`src/rtl/alu_pkg.sv`:
```
// Shared definitions for the sequential ALU: opcodes, FSM state type and
// compile-time helpers.
package alu_pkg;

  localparam logic [3:0] OP_ADD = 4'b0000;
  localparam logic [3:0] OP_SUB = 4'b0001;
  localparam logic [3:0] OP_AND = 4'b0010;
  localparam logic [3:0] OP_OR  = 4'b0011;
  localparam logic [3:0] OP_NOT = 4'b0100;
  localparam logic [3:0] OP_MUL = 4'b0101;
  localparam logic [3:0] OP_XOR = 4'b0110;
  localparam logic [3:0] OP_ASR = 4'b1000;
  localparam logic [3:0] OP_SLL = 4'b1001;
  localparam logic [3:0] OP_SRL = 4'b1010;
  localparam logic [3:0] OP_ROL = 4'b1100;
  localparam logic [3:0] OP_ROR = 4'b1101;

  typedef enum logic [1:0] {
    ST_IDLE = 2'd0,
    ST_EXEC = 2'd1,
    ST_DONE = 2'd2
  } state_t;

  // Ceiling log2, usable in constant expressions.
  function automatic int log2(input int value);
    int r;
    r = 0;
    for (int i = 0; i < 31; i++) begin
      if ((1 << i) < value) r = i + 1;
    end
    return r;
  endfunction

  function automatic logic is_shift_op(input logic [3:0] op);
    return (op == OP_ASR) || (op == OP_SLL) || (op == OP_SRL) ||
           (op == OP_ROL) || (op == OP_ROR);
  endfunction

endpackage

```
`src/rtl/alu_core.sv`:
```
// Single-cycle combinational ops (add, sub, and, or, not, xor) and the signed
// overflow flag; unrecognised opcodes fall back to add.
module alu_core
  import alu_pkg::*;
#(
  parameter int WIDTH = 32
) (
  input  logic [WIDTH-1:0] a_i,
  input  logic [WIDTH-1:0] b_i,
  input  logic [3:0]       op_i,
  output logic [WIDTH-1:0] result_o,
  output logic             ovf_o
);

  logic [WIDTH-1:0] sum;
  logic [WIDTH-1:0] diff;
  logic             add_ovf;
  logic             sub_ovf;

  assign sum     = a_i + b_i;
  assign diff    = a_i - b_i;
  assign add_ovf = (a_i[WIDTH-1] == b_i[WIDTH-1]) && (sum[WIDTH-1]  != a_i[WIDTH-1]);
  assign sub_ovf = (a_i[WIDTH-1] != b_i[WIDTH-1]) && (diff[WIDTH-1] != a_i[WIDTH-1]);

  always_comb begin
    result_o = sum;
    ovf_o    = add_ovf;
    case (op_i)
      OP_SUB: begin
        result_o = diff;
        ovf_o    = sub_ovf;
      end
      OP_AND: begin
        result_o = a_i & b_i;
        ovf_o    = 1'b0;
      end
      OP_OR: begin
        result_o = a_i | b_i;
        ovf_o    = 1'b0;
      end
      OP_NOT: begin
        result_o = ~a_i;
        ovf_o    = 1'b0;
      end
      OP_XOR: begin
        result_o = a_i ^ b_i;
        ovf_o    = 1'b0;
      end
      default: begin
        result_o = sum;
        ovf_o    = add_ovf;
      end
    endcase
  end

endmodule

```
`src/rtl/seq_alu.sv`:
```
// Sequential ALU: IDLE/EXEC/DONE handshake FSM with a bit-serial shifter and
// an iterative shift-add multiplier; single-cycle ops come from alu_core.
module seq_alu
  import alu_pkg::*;
#(
  parameter int WIDTH  = 32,
  parameter bit MUL_EN = 1'b1
) (
  input  logic                    clk,
  input  logic                    reset,
  input  logic                    in_valid,
  output logic                    in_ready,
  input  logic signed [WIDTH-1:0] a,
  input  logic signed [WIDTH-1:0] b,
  input  logic [3:0]              op,
  output logic                    out_valid,
  input  logic                    out_ready,
  output logic [WIDTH-1:0]        result,
  output logic                    zero,
  output logic                    ovf
);

  localparam int SHW = log2(WIDTH);
  localparam int CW  = SHW + 1;

  state_t           state_q, state_d;
  logic [3:0]       op_q, op_d;
  logic [WIDTH-1:0] opa_q, opa_d;
  logic [WIDTH-1:0] opb_q, opb_d;
  logic [WIDTH-1:0] acc_q, acc_d;
  logic [CW-1:0]    count_q, count_d;
  logic [WIDTH-1:0] result_q, result_d;
  logic             zero_q, zero_d;
  logic             ovf_q, ovf_d;

  logic [WIDTH-1:0] core_result;
  logic             core_ovf;
  logic             in_is_shift;
  logic             in_is_mul;
  logic             q_is_shift;
  logic             q_is_mul;
  logic [WIDTH-1:0] shift_step;
  logic [WIDTH-1:0] final_result;

  alu_core #(.WIDTH(WIDTH)) u_core (
    .a_i      (opa_q),
    .b_i      (opb_q),
    .op_i     (op_q),
    .result_o (core_result),
    .ovf_o    (core_ovf)
  );

  // With the multiplier excluded, op 0101 is left to alu_core, which adds.
  assign in_is_shift = is_shift_op(op);
  assign in_is_mul   = MUL_EN && (op == OP_MUL);
  assign q_is_shift  = is_shift_op(op_q);
  assign q_is_mul    = MUL_EN && (op_q == OP_MUL);

  always_comb begin
    shift_step = opa_q;
    case (op_q)
      OP_ASR:  shift_step = {opa_q[WIDTH-1], opa_q[WIDTH-1:1]};
      OP_SLL:  shift_step = {opa_q[WIDTH-2:0], 1'b0};
      OP_SRL:  shift_step = {1'b0, opa_q[WIDTH-1:1]};
      OP_ROL:  shift_step = {opa_q[WIDTH-2:0], opa_q[WIDTH-1]};
      OP_ROR:  shift_step = {opa_q[0], opa_q[WIDTH-1:1]};
      default: shift_step = opa_q;
    endcase
  end

  assign final_result = q_is_shift ? opa_q : (q_is_mul ? acc_q : core_result);

  always_comb begin
    state_d  = state_q;
    op_d     = op_q;
    opa_d    = opa_q;
    opb_d    = opb_q;
    acc_d    = acc_q;
    count_d  = count_q;
    result_d = result_q;
    zero_d   = zero_q;
    ovf_d    = ovf_q;
    case (state_q)
      ST_IDLE: begin
        if (in_valid) begin
          state_d = ST_EXEC;
          op_d    = op;
          opa_d   = a;
          opb_d   = b;
          acc_d   = '0;
          if (in_is_shift)    count_d = {{(CW-SHW){1'b0}}, b[SHW-1:0]};
          else if (in_is_mul) count_d = CW'(WIDTH);
          else                count_d = '0;
        end
      end
      ST_EXEC: begin
        if (count_q != '0) begin
          count_d = count_q - CW'(1);
          if (q_is_mul) begin
            if (opb_q[0]) acc_d = acc_q + opa_q;
            opa_d = opa_q << 1;
            opb_d = opb_q >> 1;
          end else begin
            opa_d = shift_step;
          end
        end else begin
          state_d  = ST_DONE;
          result_d = final_result;
          zero_d   = (final_result == '0);
          ovf_d    = (q_is_shift || q_is_mul) ? 1'b0 : core_ovf;
        end
      end
      ST_DONE: begin
        if (out_ready) state_d = ST_IDLE;
      end
      default: state_d = ST_IDLE;
    endcase
  end

  always_ff @(posedge clk or posedge reset) begin
    if (reset) begin
      state_q  <= ST_IDLE;
      op_q     <= '0;
      opa_q    <= '0;
      opb_q    <= '0;
      acc_q    <= '0;
      count_q  <= '0;
      result_q <= '0;
      zero_q   <= 1'b0;
      ovf_q    <= 1'b0;
    end else begin
      state_q  <= state_d;
      op_q     <= op_d;
      opa_q    <= opa_d;
      opb_q    <= opb_d;
      acc_q    <= acc_d;
      count_q  <= count_d;
      result_q <= result_d;
      zero_q   <= zero_d;
      ovf_q    <= ovf_d;
    end
  end

  assign in_ready  = (state_q == ST_IDLE);
  assign out_valid = (state_q == ST_DONE);
  assign result    = result_q;
  assign zero      = zero_q;
  assign ovf       = ovf_q;

endmodule
```
`config.mk`:
```
export PLATFORM = sky130hd
export DESIGN_NAME = seq_alu
export DESIGN_NICKNAME = d
export VERILOG_FILES = /design/src/rtl/alu_pkg.sv /design/src/rtl/alu_core.sv /design/src/rtl/seq_alu.sv
export SDC_FILE = /design/constraint.sdc
export NUM_CORES = 1
export LEC_CHECK = 0
export CAP_MARGIN = 20
export CELL_PAD_IN_SITES_DETAIL_PLACEMENT = 1
export CELL_PAD_IN_SITES_GLOBAL_PLACEMENT = 1
export CORE_MARGIN = 2
export CORE_UTILIZATION = 45
export DETAILED_ROUTE_END_ITERATION = 16
export PLACE_DENSITY_LB_ADDON = 0.1
export SLEW_MARGIN = 30
export SYNTH_ARGS = -nofsm -noshare
export SYNTH_HDL_FRONTEND = slang
export SYNTH_SLANG_ARGS = --single-unit
```
`constraint.sdc`:
```
create_clock -name clk -period 7.11 [get_ports clk]
set_clock_uncertainty 0.1 [all_clocks]
set_input_delay 1.422 -clock clk [delete_from_list [all_inputs] [get_ports clk]]
set_output_delay 1.422 -clock clk [all_outputs]
set_load 0.01 [all_outputs]
```
# Word level (Yosys, flattened, before mapping)
# Index checks and enable logic that the tools add are counted.
# Widths: inputs -> output; s select.
totals:
  register_bits: 142
  inputBits: 72
  output_inout_bits: 36
  elab_cells: 103
op_classes:
  n_addsub: 4
  eq_ne: 32
  muxes: 28
  bitwise: 5
  n_reduce_logical: 24
op_table:
  columns: ["operator", "n"]
  rows:
  - ["$mux 32", 12]
  - ["$pmux 32 s5", 2]
  - ["$pmux 32 s2", 3]
  - ["$add 32x32->32", 2]
  - ["$eq 4x4->1 const B", 10]
  - ["$and 32x32->32", 1]
  - ["$logic_not 32->1", 1]
  - ["$not 32->32", 1]
  - ["$or 32x32->32", 1]
  - ["$sub 32x32->32", 1]
  - ["$xor 32x32->32", 1]
  - ["$mux 6", 4]
  - ["$eq 4x3->1 const B", 4]
  - ["$pmux 6 s2", 1]
  - ["$ne 2x2->1 const B", 5]
  - ["$reduce_and 5->1", 2]
  - ["$logic_or 1x1->1", 9]
  - ["$eq 4x2->1 const B", 2]
  - ["$reduce_and 4->1", 2]
  - ["$ne 7x7->1 const B", 1]
  - ["$mux 2", 3]
  - ["$ne 6x6->1 const B", 1]
  - ["$pmux 2 s3", 1]
  - ["$reduce_and 3->1", 2]
  - ["other kinds (17)", 21]

# Longest topological paths before layout
# Gate-level depths: netlist of the first run.
depth:
  word_depth: 8
  depth_mapped: 16
  ltp_nobuf: 16

# By module
# From an unflattened synthesis of the first run, not the netlist that was laid out.
hier_totals:
  hier_cells: 1837
  hier_area_um2: 13969.6
by_module_without_submodules:
  columns: ["mod", "n_inst", "cells_per_inst", "area_each_um2", "seq_area_each_um2"]
  rows:
  - ["seq_alu", 1, 1035, 8822.2, 3553.4]
  - ["alu_core", 1, 802, 5147.4, 0.0]

# Worst setup path after synthesis of the first run
# No wires, ideal clock.
synth_timing:
  path_kind: "flip-flop to flip-flop"
  start: "reg opa_q[1]"
  end: "reg zero_q (netlist: zero)"
  setup_time_ps: 66
  t_arrival_ps: 3269
  t_required_ps: 6944
  path_slack_ps: 3675
  path_stages_with_launch: 15
  n_path_buf: 0
  synth_period_minus_slack_ps: 3435
  cell_sequence: "dfrtp_1 inv_1 fa_1 and2b_1 o21a_1 o211ai_4 a211oi_4 o21ai_2 o21ai_4 a31oi_4 a221oi_2 o311ai_1 nor4_2 nand4_1 nand2_1"
synth_via:
  elab_chain_len: 5
  elab_cells_between_ends: 10
  cone_classes: "add/sub (2); mux (3); bitwise (4); reduce/logical (1)"
synth_lines:
  columns: ["item", "line", "rtl"]
  rows:
  - ["start, declared", "seq_alu.sv:28", "logic [WIDTH-1:0] opa_q, opa_d;"]
  - ["start signal, assigned", "seq_alu.sv:134", "opa_q <= opa_d;"]
  - ["$add 32x32->32 (tied with other cells)", "alu_core.sv:20", "assign sum = a_i + b_i;"]
  - ["$pmux 32 s5", "alu_core.sv:28", "case (op_i)"]
  - ["$mux 32", "seq_alu.sv:71", "assign final_result = q_is_shift ? opa_q : (q_is_mul ? acc_q : core_result);"]
  - ["$mux 32 (*)", "seq_alu.sv:71", null]
  - ["$logic_not 32->1 (*)", "seq_alu.sv:109", "zero_d = (final_result == '0);"]
  - ["end signal, assigned", "seq_alu.sv:139", "zero_q <= zero_d;"]
  - ["end, declared", "seq_alu.sv:33", "logic zero_q, zero_d;"]
# Every way passes the cells marked *; elsewhere a longest branch is shown, timed or not.
# A chain may end at the register's enable or synchronous reset.

# Worst setup path after layout of the first run
layout_timing:
  start: "reg opa_q[6]"
  end: "reg zero_q (netlist: zero)"
# Same word-level chain as after synthesis.

==> metrics.md, run 1 <==
| Metric | Value |
|---|---|
| Core box area | `0.0316 mm²` |
| Post-Synth Adder-Cell Area | `0.115` |
| DR WL/cell | `25.3 µm` |
| Worst EP arrival | `4.90 ns` |
| Synth Area in XOR/XNOR | `0.0219` |
| First-pass GRT wire length | `90.1 mm` |
| Quantity of hold-fixing buffers added after cts | `0` |
| Count of distinct cell types in the synthesized netlist | `97` |
| Status | `completed` |
| Cts repair resizes | `0` |
| Post-Synthesis Cells | `1854` |
| Library cell with the largest summed area after synthesis | `dfrtp_1` |
| Synth Register Bits | `142` |
| Grt total ovfl | `0` |
| Vias in the first global route | `14900` |
| Routed via count | `15000` |
| Post-synthesis compound-gate area fraction | `0.288` |
| # DRC | `0` |
| Critical Path Sink Type | `flop` |
| CP Class | `reg -> reg` |
| CP delay by family, top | `simple AND/OR/NAND/NOR gates` |
| WP data required | `7.42 ns` |
| Port Buffer Count | `107` |
| Clock Latency Late Sink | `0.47 ns` |
| Ys async rst share | `1.00` |
| Die W | `183 µm` |
| Total routed wirelength | `58.5 mm` |
| Area growth, synth to finish | `13.0%` |
| Die area | `0.0334 mm²` |
| Slew HR | `0.325` |
| Ys flop type | `dfrtp_1` |
| Overall Global Routing Usage | `0.352` |
| Initial antenna violation count | `0` |
| R2R Path Start | `opa_q[6]` |
| Slew @ Worst Pin | `1.01 ns` |
| Rows | `65` |
| Minimum clock period | `4.59 ns` |
| Clock-pin slew on the worst setup and hold paths | `0.08 ns` |
| Ant diodes | `0` |
| Worst reg2reg path depth | `14` |
| Max Clk Rate | `0.218 GHz` |
| Gpl congestion | `0.992` |
| Final Cycle Share | `0.646` |
| Hold EP | `result[23]` |
| Slowest cell on crit path | `dfrtp_1` |
| Num ports | `108` |
| Max incr delay on CP | `0.64 ns` |
| Syn_nets | `2057` |
| CP Cell Sequence | `inv_1, ha_1, nand2_1, nor4_1, nor3_2, o211ai_2, nand2_1, nor4_1, o32a_1, mux2i_1, nand3_1, nor4_1, nand4_1, nand2_1` |
| Average size of a mapped cell | `7.76 µm²` |
| Crit path max fanout | `11` |
| Pin count of the biggest net entering global routing | `75` |
| RSZ-0062 raised after global routing | `no` |
| DP HPWL | `44.0 mm` |
| Layout net count | `2098` |
| Max-cap violation count | `0` |
| FF-to-FF End | `zero` |
| CTS Sinks | `142` |
| Post-synthesis mux area share | `0.0622` |
| Largest family of logic cells by synthesized area | `compound AO/OA/AOI/OAI gates` |
| Synth top area share | `0.247` |
| Final hold vios | `0` |
| Synth warn | `0` |
| Worst min path class | `reg -> reg` |
| Largest cells by area after synthesis | `dfrtp_1 (25%), ha_1 (11%), o21ai_0 (6.2%), nand2_1 (5.6%), a21oi_1 (5.5%)` |
| DR iter-0 viols | `1464` |
| Min-Delay Path Depth | `1` |
| Slew Limit Fails | `0` |
| Sequential-to-total area share from yosys stat | `0.247` |
| Setup TNS Final | `0 ns` |
| Number of flops mapped to enable cells by yosys | `0` |
| Post-DRT Antenna Nets | `0` |
| Finish-stage setup viols | `0` |
| Share of layout cells above drive strength 1 | `0.0666` |
| Die H | `183 µm` |
| H-tree depth | `4` |
| Startpoint types | `flop` |
| Post-CTS Setup Inserts | `0` |
| DRT Pass-1 Iters | `5` |
| Min-delay src | `result[23]` |
| Crit path buffers/inverters | `1` |
| Vias per cell | `6.51` |
| CTS root buffer | `clkbuf_16` |
| R2r setup slk | `2.52 ns` |
| Simple-gate share of the synthesized area | `0.193` |
| Total CTS buffers | `17` |
| Longest Clk Path Bufs | `2` |
| Initial Util | `0.456` |
| TritonCTS clock tree | `done` |
| Mapped cell area | `0.0144 mm²` |
[metrics by stage]
| stage | cells | hold WS (ns) | setup slack (ns) | utilization | cell area, µm² |
|---|---|---|---|---|---|
| 2_1_floorplan | 1854 | 0.370 | 1.78 | - | 14400 |
| 3_3_place_gp | 2277 | 0.360 | 2.61 | 0.495 | 15600 |
| 3_5_place_dp | 2278 | 0.366 | 2.57 | 0.496 | 15700 |
| 4_1_cts | 2310 | 0.380 | 2.72 | 0.515 | 16300 |
| 5_1_grt | 2310 | 0.400 | 2.40 | 0.515 | 16300 |
| 6_report | 2310 | 0.375 | 2.52 | 0.515 | 16300 |
[sequential cells by signal, summed over array words and instances (netlist names)]
register,cells
opa_q,32
ovf,1
result,32
opb_q,32
acc_q,32
state_q,2
count_q,6
zero,1
op_q,4
[layout make-up]
| class | count | area (µm²) |
|---|---|---|
| inverter | 117 | 444 |
| tap | 402 | 503 |
| timing repair buffer | 135 | 1310 |
| clock buffer | 20 | 437 |
| sequential | 142 | 3550 |
| fill | 3939 | 15300 |
| multi-input combinational | 1482 | 9850 |
| clock inverter | 12 | 159 |
[how the worst max path moves through the flow]
stage	startpoint	to	slack [ns]	cells after the start
4_1_cts	opa_q[1]	zero	2.72	14
6_report	opa_q[6]	zero	2.52	14
3_3_place_gp	in_valid	acc_q[18]	2.61	9
5_1_grt	opa_q[1]	zero	2.40	14
3_5_place_dp	in_valid	acc_q[18]	2.57	9
2_1_floorplan	reset	acc_q[0]	1.78	1
[layer usage]
layer  track usage  vias up  share of wire
li1              -     6813              -
met1         0.513     7501           0.47
met2         0.529      616           0.43
met3        0.0612      119          0.074
met4         0.111        0          0.028
met5             0        -              0
[cell usage in the layout (no fill, tap or decap), types with 7 or more instances in the layout]
cell             synthesis  layout
clkbuf_16                0      17
inv_1                  114     113
nor4_1                  18      18
a2bb2oi_1                7       7
nand4_1                 15      15
o21bai_1                12      12
buf_4                    9      26
nand2_1                215     214
and2_1                  10       9
o31ai_1                 18      18
a22o_1                   7       7
mux2_2                  19      19
a21oi_1                159     159
a211oi_1                23      23
xnor2_1                 23      23
nor2_1                 151     151
and3_1                  10      10
ha_1                   128     128
nand2b_1                20      19
nand3_1                 39      39
clkdlybuf4s50_1          0     107
o211ai_1                17      17
a21o_1                  36      36
a211o_1                  7       7
o21a_1                  10      10
or3_1                   14      14
o22ai_1                 37      37
xor2_1                  13      13
o21ai_0                177     177
nor3_1                  41      41
dfrtp_1                142     142
nor2b_1                 18      16
mux2i_1                 68      68
a31oi_1                 15      15
[synth_stat cells (all sizes together), types with 15 or more instances]
library cell    n
dfrtp         142
mux2i          68
nor2b          18
or3            15
nand2         215
nor2          151
nand2b         20
inv           117
a211oi         24
nor4           21
nand4          15
xnor2          23
nand3          39
clkbuf         62
o211ai         20
o21ai         189
mux2           19
o22ai          37
a21oi         159
nor3           42
buf            51
ha            128
o31ai          19
a31oi          16
a21o           37
[cells by family after synthesis]
family / count (synthesis)
xor gates and xnor gates: 36
buffers and inverters: 230
and+or+nand+nor: 588
DFF: 142
muxes: 87
AOI/OAI and AO/OA: 640
adders and majority gates: 131
Power of run 1 is not shown: default switching activity piles up to over one toggle a cycle in this logic, so the estimate is an artifact.
==> run 2: changes to the inputs <==
Settings changed: CORE_UTILIZATION 45 to 41.
Clock period 7.11 ns to 3.85 ns, I/O delays scaled along.
==> metrics.md, run 2 (synthesis results as in run 1) <==
| Metric | Value |
|---|---|
| Status | `completed` |
| Initial antenna violation count | `3` |
| Clock Latency Late Sink | `0.46 ns` |
| Minimum clock period | `3.85 ns` |
| DRT Pass-1 Iters | `5` |
| Commonest non-fill, non-tap cell in the layout | `buf_4` |
| First-pass GRT wire length | `98.2 mm` |
| CTS Sinks | `142` |
| Quantity of hold-fixing buffers added after cts | `0` |
| DP HPWL | `51.4 mm` |
| Max-cap violation count | `0` |
| DR iter-0 viols | `1349` |
| Min-delay src | `result[23]` |
| R2R Path Start | `opb_q[0]` |
| Pin count of the biggest net entering global routing | `86` |
| Slew @ Worst Pin | `0.831 ns` |
| Overall Global Routing Usage | `0.360` |
| Total routed wirelength | `65.6 mm` |
| Initial Util | `0.417` |
| Worst EP arrival | `4.15 ns` |
| # DRC | `0` |
| Die H | `191 µm` |
| Share of layout cells above drive strength 1 | `0.176` |
| Grt total ovfl | `0` |
| Routed via count | `15900` |
| Crit path max fanout | `4` |
| Core box area | `0.0345 mm²` |
| Final hold vios | `0` |
| Num ports | `108` |
| Gpl congestion | `0.992` |
| Post-DRT Antenna Nets | `0` |
| Finish-stage setup viols | `0` |
| TritonCTS clock tree | `done` |
| Die W | `191 µm` |
| Longest Clk Path Bufs | `2` |
| Port Buffer Count | `107` |
| CP Cell Sequence | `buf_6, ha_4, inv_1, fa_2, nand2b_1, a21oi_1, o32ai_1, o2bb2ai_1, a31oi_1, nand4bb_1, nor4_2, and4bb_1, nand4_1, nor4_2, nand4_1, nand2_1` |
| DR WL/cell | `25.6 µm` |
| Max incr delay on CP | `0.41 ns` |
| RSZ-0062 raised after global routing | `yes` |
| Area growth, synth to finish | `25.9%` |
| Worst min path class | `reg -> reg` |
| WP data required | `4.15 ns` |
| Layout net count | `2294` |
| CP Class | `reg -> reg` |
| Die area | `0.0366 mm²` |
| Vias per cell | `6.21` |
| Slew HR | `0.445` |
| Rows | `68` |
| Max Clk Rate | `0.260 GHz` |
| Highest-count cells in the layout ignoring fill and taps | `buf_4 (216), nand2_1 (212), o21ai_0 (175)` |
| H-tree depth | `4` |
| Startpoint types | `flop` |
| Hold WS | `0.377 ns` |
| Total CTS buffers | `17` |
| Vias in the first global route | `15900` |
| Slew Limit Fails | `0` |
| Clock-pin slew on the worst setup and hold paths | `0.07 ns` |
| Final Cycle Share | `0.999` |
| Slowest cell on crit path | `dfrtp_1` |
| CTS root buffer | `clkbuf_16` |
| Critical path origin | `opb_q[0]` |
| Critical Path Sink Type | `flop` |
## run 2: worst paths after layout
kind / depth (start not counted) / end / slack, ns
max in group asynchronous: 3 / opb_q[18] / 2.31
max: 16 / zero / 0.004
min in group asynchronous: 2 / count_q[2] / 0.59
min: 1 / result[23] / 0.38
max reg2reg: 16 / zero / 0.004
min reg2reg: 1 / result[23] / 0.38
## run 2: stage by stage
step / area (µm²) / setup TNS, ns / util / instances / setup WS (ns)
finish: 18100 / 0 / 0.525 / 2559 / 0.00367
global route: 18100 / -0.348 / 0.525 / 2558 / -0.184
CTS: 17900 / 0 / 0.517 / 2551 / 0.0203
detailed placement: 17200 / -0.214 / 0.498 / 2520 / -0.208
global placement: 17200 / -0.108 / 0.497 / 2519 / -0.106
floorplan: 14400 / 0 / - / 1854 / 0.415
## run 2: final cells by class
class	count	area, µm²
Sequential cell	142	3560
Inverter	117	443
Clock buffer	20	467
Tap cell	455	569
Fill cell	4226	16400
Timing Repair Buffer	331	2850
Multi-Input combinational cell	1482	10100
Clock inverter	11	154
Antenna cell	1	2.50
## run 2: per-layer routing
layer	wire length, µm	part of all wire	vias up	global-route usage
met1	31000	0.47	7922	0.520
met2	27700	0.42	642	0.534
met5	27	0.00041	-	0
met3	4890	0.075	117	0.0727
met4	1990	0.030	4	0.117
li1	-	-	7204	-
## run 2: repair_timing
action	4_1_cts	5_1_grt
setup buffers	0	8
hold endpoints to repair	0	0
pin swaps	1	27
gates resized for setup	8	52
endpoints found under the setup margin	6	17
## run 2: worst max-delay path, delay by kind of cell, from the launching register on
kind                     cells  cell delay [ns]
adder cells (fa/ha/maj)      2             0.42
buffers and inverters        2             0.22
AND/OR/NAND/NOR              8             1.69
flip-flops                   1             0.41
AO/OA/AOI/OAI                4             0.95
Power of run 2 is left out for the same reason.
==> run 3: changes to the inputs <==
Settings changed: CORE_ASPECT_RATIO set to 1.4, PLACE_DENSITY_LB_ADDON 0.1 to 0.08.
==> metrics.md, run 3 (synthesis results as in run 1) <==
| Metric | Value |
|---|---|
| Status | `completed` |
| Overall Global Routing Usage | `0.358` |
| Max-cap violation count | `0` |
| Max Clk Rate | `0.260 GHz` |
| Total CTS buffers | `17` |
| R2r setup slk | `0.003 ns` |
| DRT Pass-1 Iters | `5` |
| End point of the critical path | `zero` |
| DP HPWL | `52.1 mm` |
| RSZ-0062 raised after global routing | `yes` |
| Slowest cell on crit path | `or4_1` |
| Max incr delay on CP | `0.49 ns` |
| Finished Cell Area | `0.0178 mm²` |
| Placed cell area | `0.0169 mm²` |
| Initial Util | `0.414` |
| Area growth, synth to finish | `23.5%` |
| Final hold vios | `0` |
| Die H | `226 µm` |
| Critical path origin | `opa_q[1]` |
| Routed via count | `15500` |
| Minimum clock period | `3.85 ns` |
| Layout net count | `2252` |
| CTS root buffer | `clkbuf_16` |
| Port Buffer Count | `107` |
| Worst min path class | `reg -> reg` |
| DR WL/cell | `26.2 µm` |
| Die W | `162 µm` |
| Ant diodes | `0` |
| Vias per cell | `6.16` |
| DR iter-0 viols | `980` |
| Share of layout cells above drive strength 1 | `0.157` |
| Startpoint types | `flop` |
| Pin count of the biggest net entering global routing | `75` |
| Core box area | `0.0348 mm²` |
| Critical Path Sink Type | `flop` |
| FF-to-FF End | `zero` |
| Num ports | `108` |
| Most frequent CP cell | `buf_4` |
| CTS Sinks | `142` |
| Finish-stage setup viols | `0` |
| Gpl congestion | `0.970` |
| Longest Clk Path Bufs | `2` |
| Clock Latency Late Sink | `0.47 ns` |
| Grt total ovfl | `0` |
| Worst EP arrival | `4.15 ns` |
| Slew Limit Fails | `0` |
| WP data required | `4.15 ns` |
| TritonCTS clock tree | `done` |
| First-pass GRT wire length | `97.8 mm` |
| Dpl cells | `2479` |
| H-tree depth | `4` |
| Highest-count cells in the layout ignoring fill and taps | `nand2_1 (213), o21ai_0 (175), buf_4 (171)` |
| Final Cycle Share | `0.999` |
| Slew @ Worst Pin | `0.772 ns` |
| Final Non-Filler Cells | `2518` |
| Slew HR | `0.484` |
| Worst reg2reg path depth | `17` |
| Setup TNS Final | `0 ns` |
| Commonest non-fill, non-tap cell in the layout | `nand2_1` |
| Post-DRT Antenna Nets | `0` |
| # DRC | `0` |
| CP Class | `reg -> reg` |
| Crit path max fanout | `5` |
| Initial antenna violation count | `0` |
| Vias in the first global route | `16200` |
| Rows | `81` |
| Filler Cell Count | `4301` |
| Die area | `0.0366 mm²` |
| R2R Path Start | `opa_q[1]` |
| Total routed wirelength | `66.1 mm` |
| CP Cell Sequence | `inv_2, ha_1, buf_4, o21bai_2, a21oi_1, buf_4, o21ai_2, o31ai_1, buf_4, o221a_2, or4_1, mux2i_1, o211a_1, nand4_1, nor4_2, nand4_1, nand2_1` |
| Clock-pin slew on the worst setup and hold paths | `0.07 ns` |
run 3: cell count changes in the layout (fill, tap and decap cells not counted), sizes merged:
cell / change
clkbuf: -2
inv: +5
bufinv: -2
buf: -42
clkinv: +1
clkinvlp: -1
diode: -1
run 3: area by class of cell:
type / instances / area (µm²) / share of cell area
clock buffers: 18 / 439 / 0.0247
clock inverters: 14 / 146 / 0.00824
inverters: 117 / 443 / 0.0249
multi-input cells: 1482 / 10000 / 0.565
flip-flops and latches: 142 / 3560 / 0.200
well taps: 456 / 571 / 0.0321
repair buffers: 289 / 2570 / 0.145
run 3: worst min-delay path by stage:
stage / endpoint / startpoint / cells after the start
3_5_place_dp: result[19] / result[19] / 1
4_1_cts: result[19] / result[19] / 1
6_report: result[5] / result[5] / 2
3_3_place_gp: result[19] / result[19] / 1
5_1_grt: result[19] / result[19] / 1
2_1_floorplan: acc_q[16] / acc_q[16] / 2
run 3: worst max-delay path: cells and delay by family (launching register included):
kind	cells	cell delay (ns)
compound gates	6	0.96
fa+ha+maj	1	0.35
mux	1	0.17
flops	1	0.37
simple gates	5	1.28
buf+inv	4	0.54
run 3: routing by layer:
metal	vias to the layer above	global-route usage	wire, µm
li1	7103	-	-
met2	471	0.644	33500
met4	0	0.316	6440
met1	7692	0.369	23800
met3	236	0.0343	2230
met5	-	0	0
run 3: timing repair:
| action | CTS | global route |
|---|---|---|
| setup buffers | 3 | 4 |
| endpoints found under the setup margin | 5 | 11 |
| pin swaps | 3 | 12 |
| hold endpoints to repair | 0 | 0 |
| resized for setup | 17 | 36 |
| hold buffers | 0 | 0 |
run 3: through the flow:
step	worst slack, ns	hold slack (ns)	utilization
3_5_place_dp	-0.175	0.372	0.487
6_report	0.00263	0.394	0.511
5_1_grt	-0.146	0.420	0.511
2_1_floorplan	0.415	0.370	-
4_1_cts	0.00187	0.392	0.506
3_3_place_gp	-0.131	0.361	0.487
Power of run 3 is left out for the same reason.
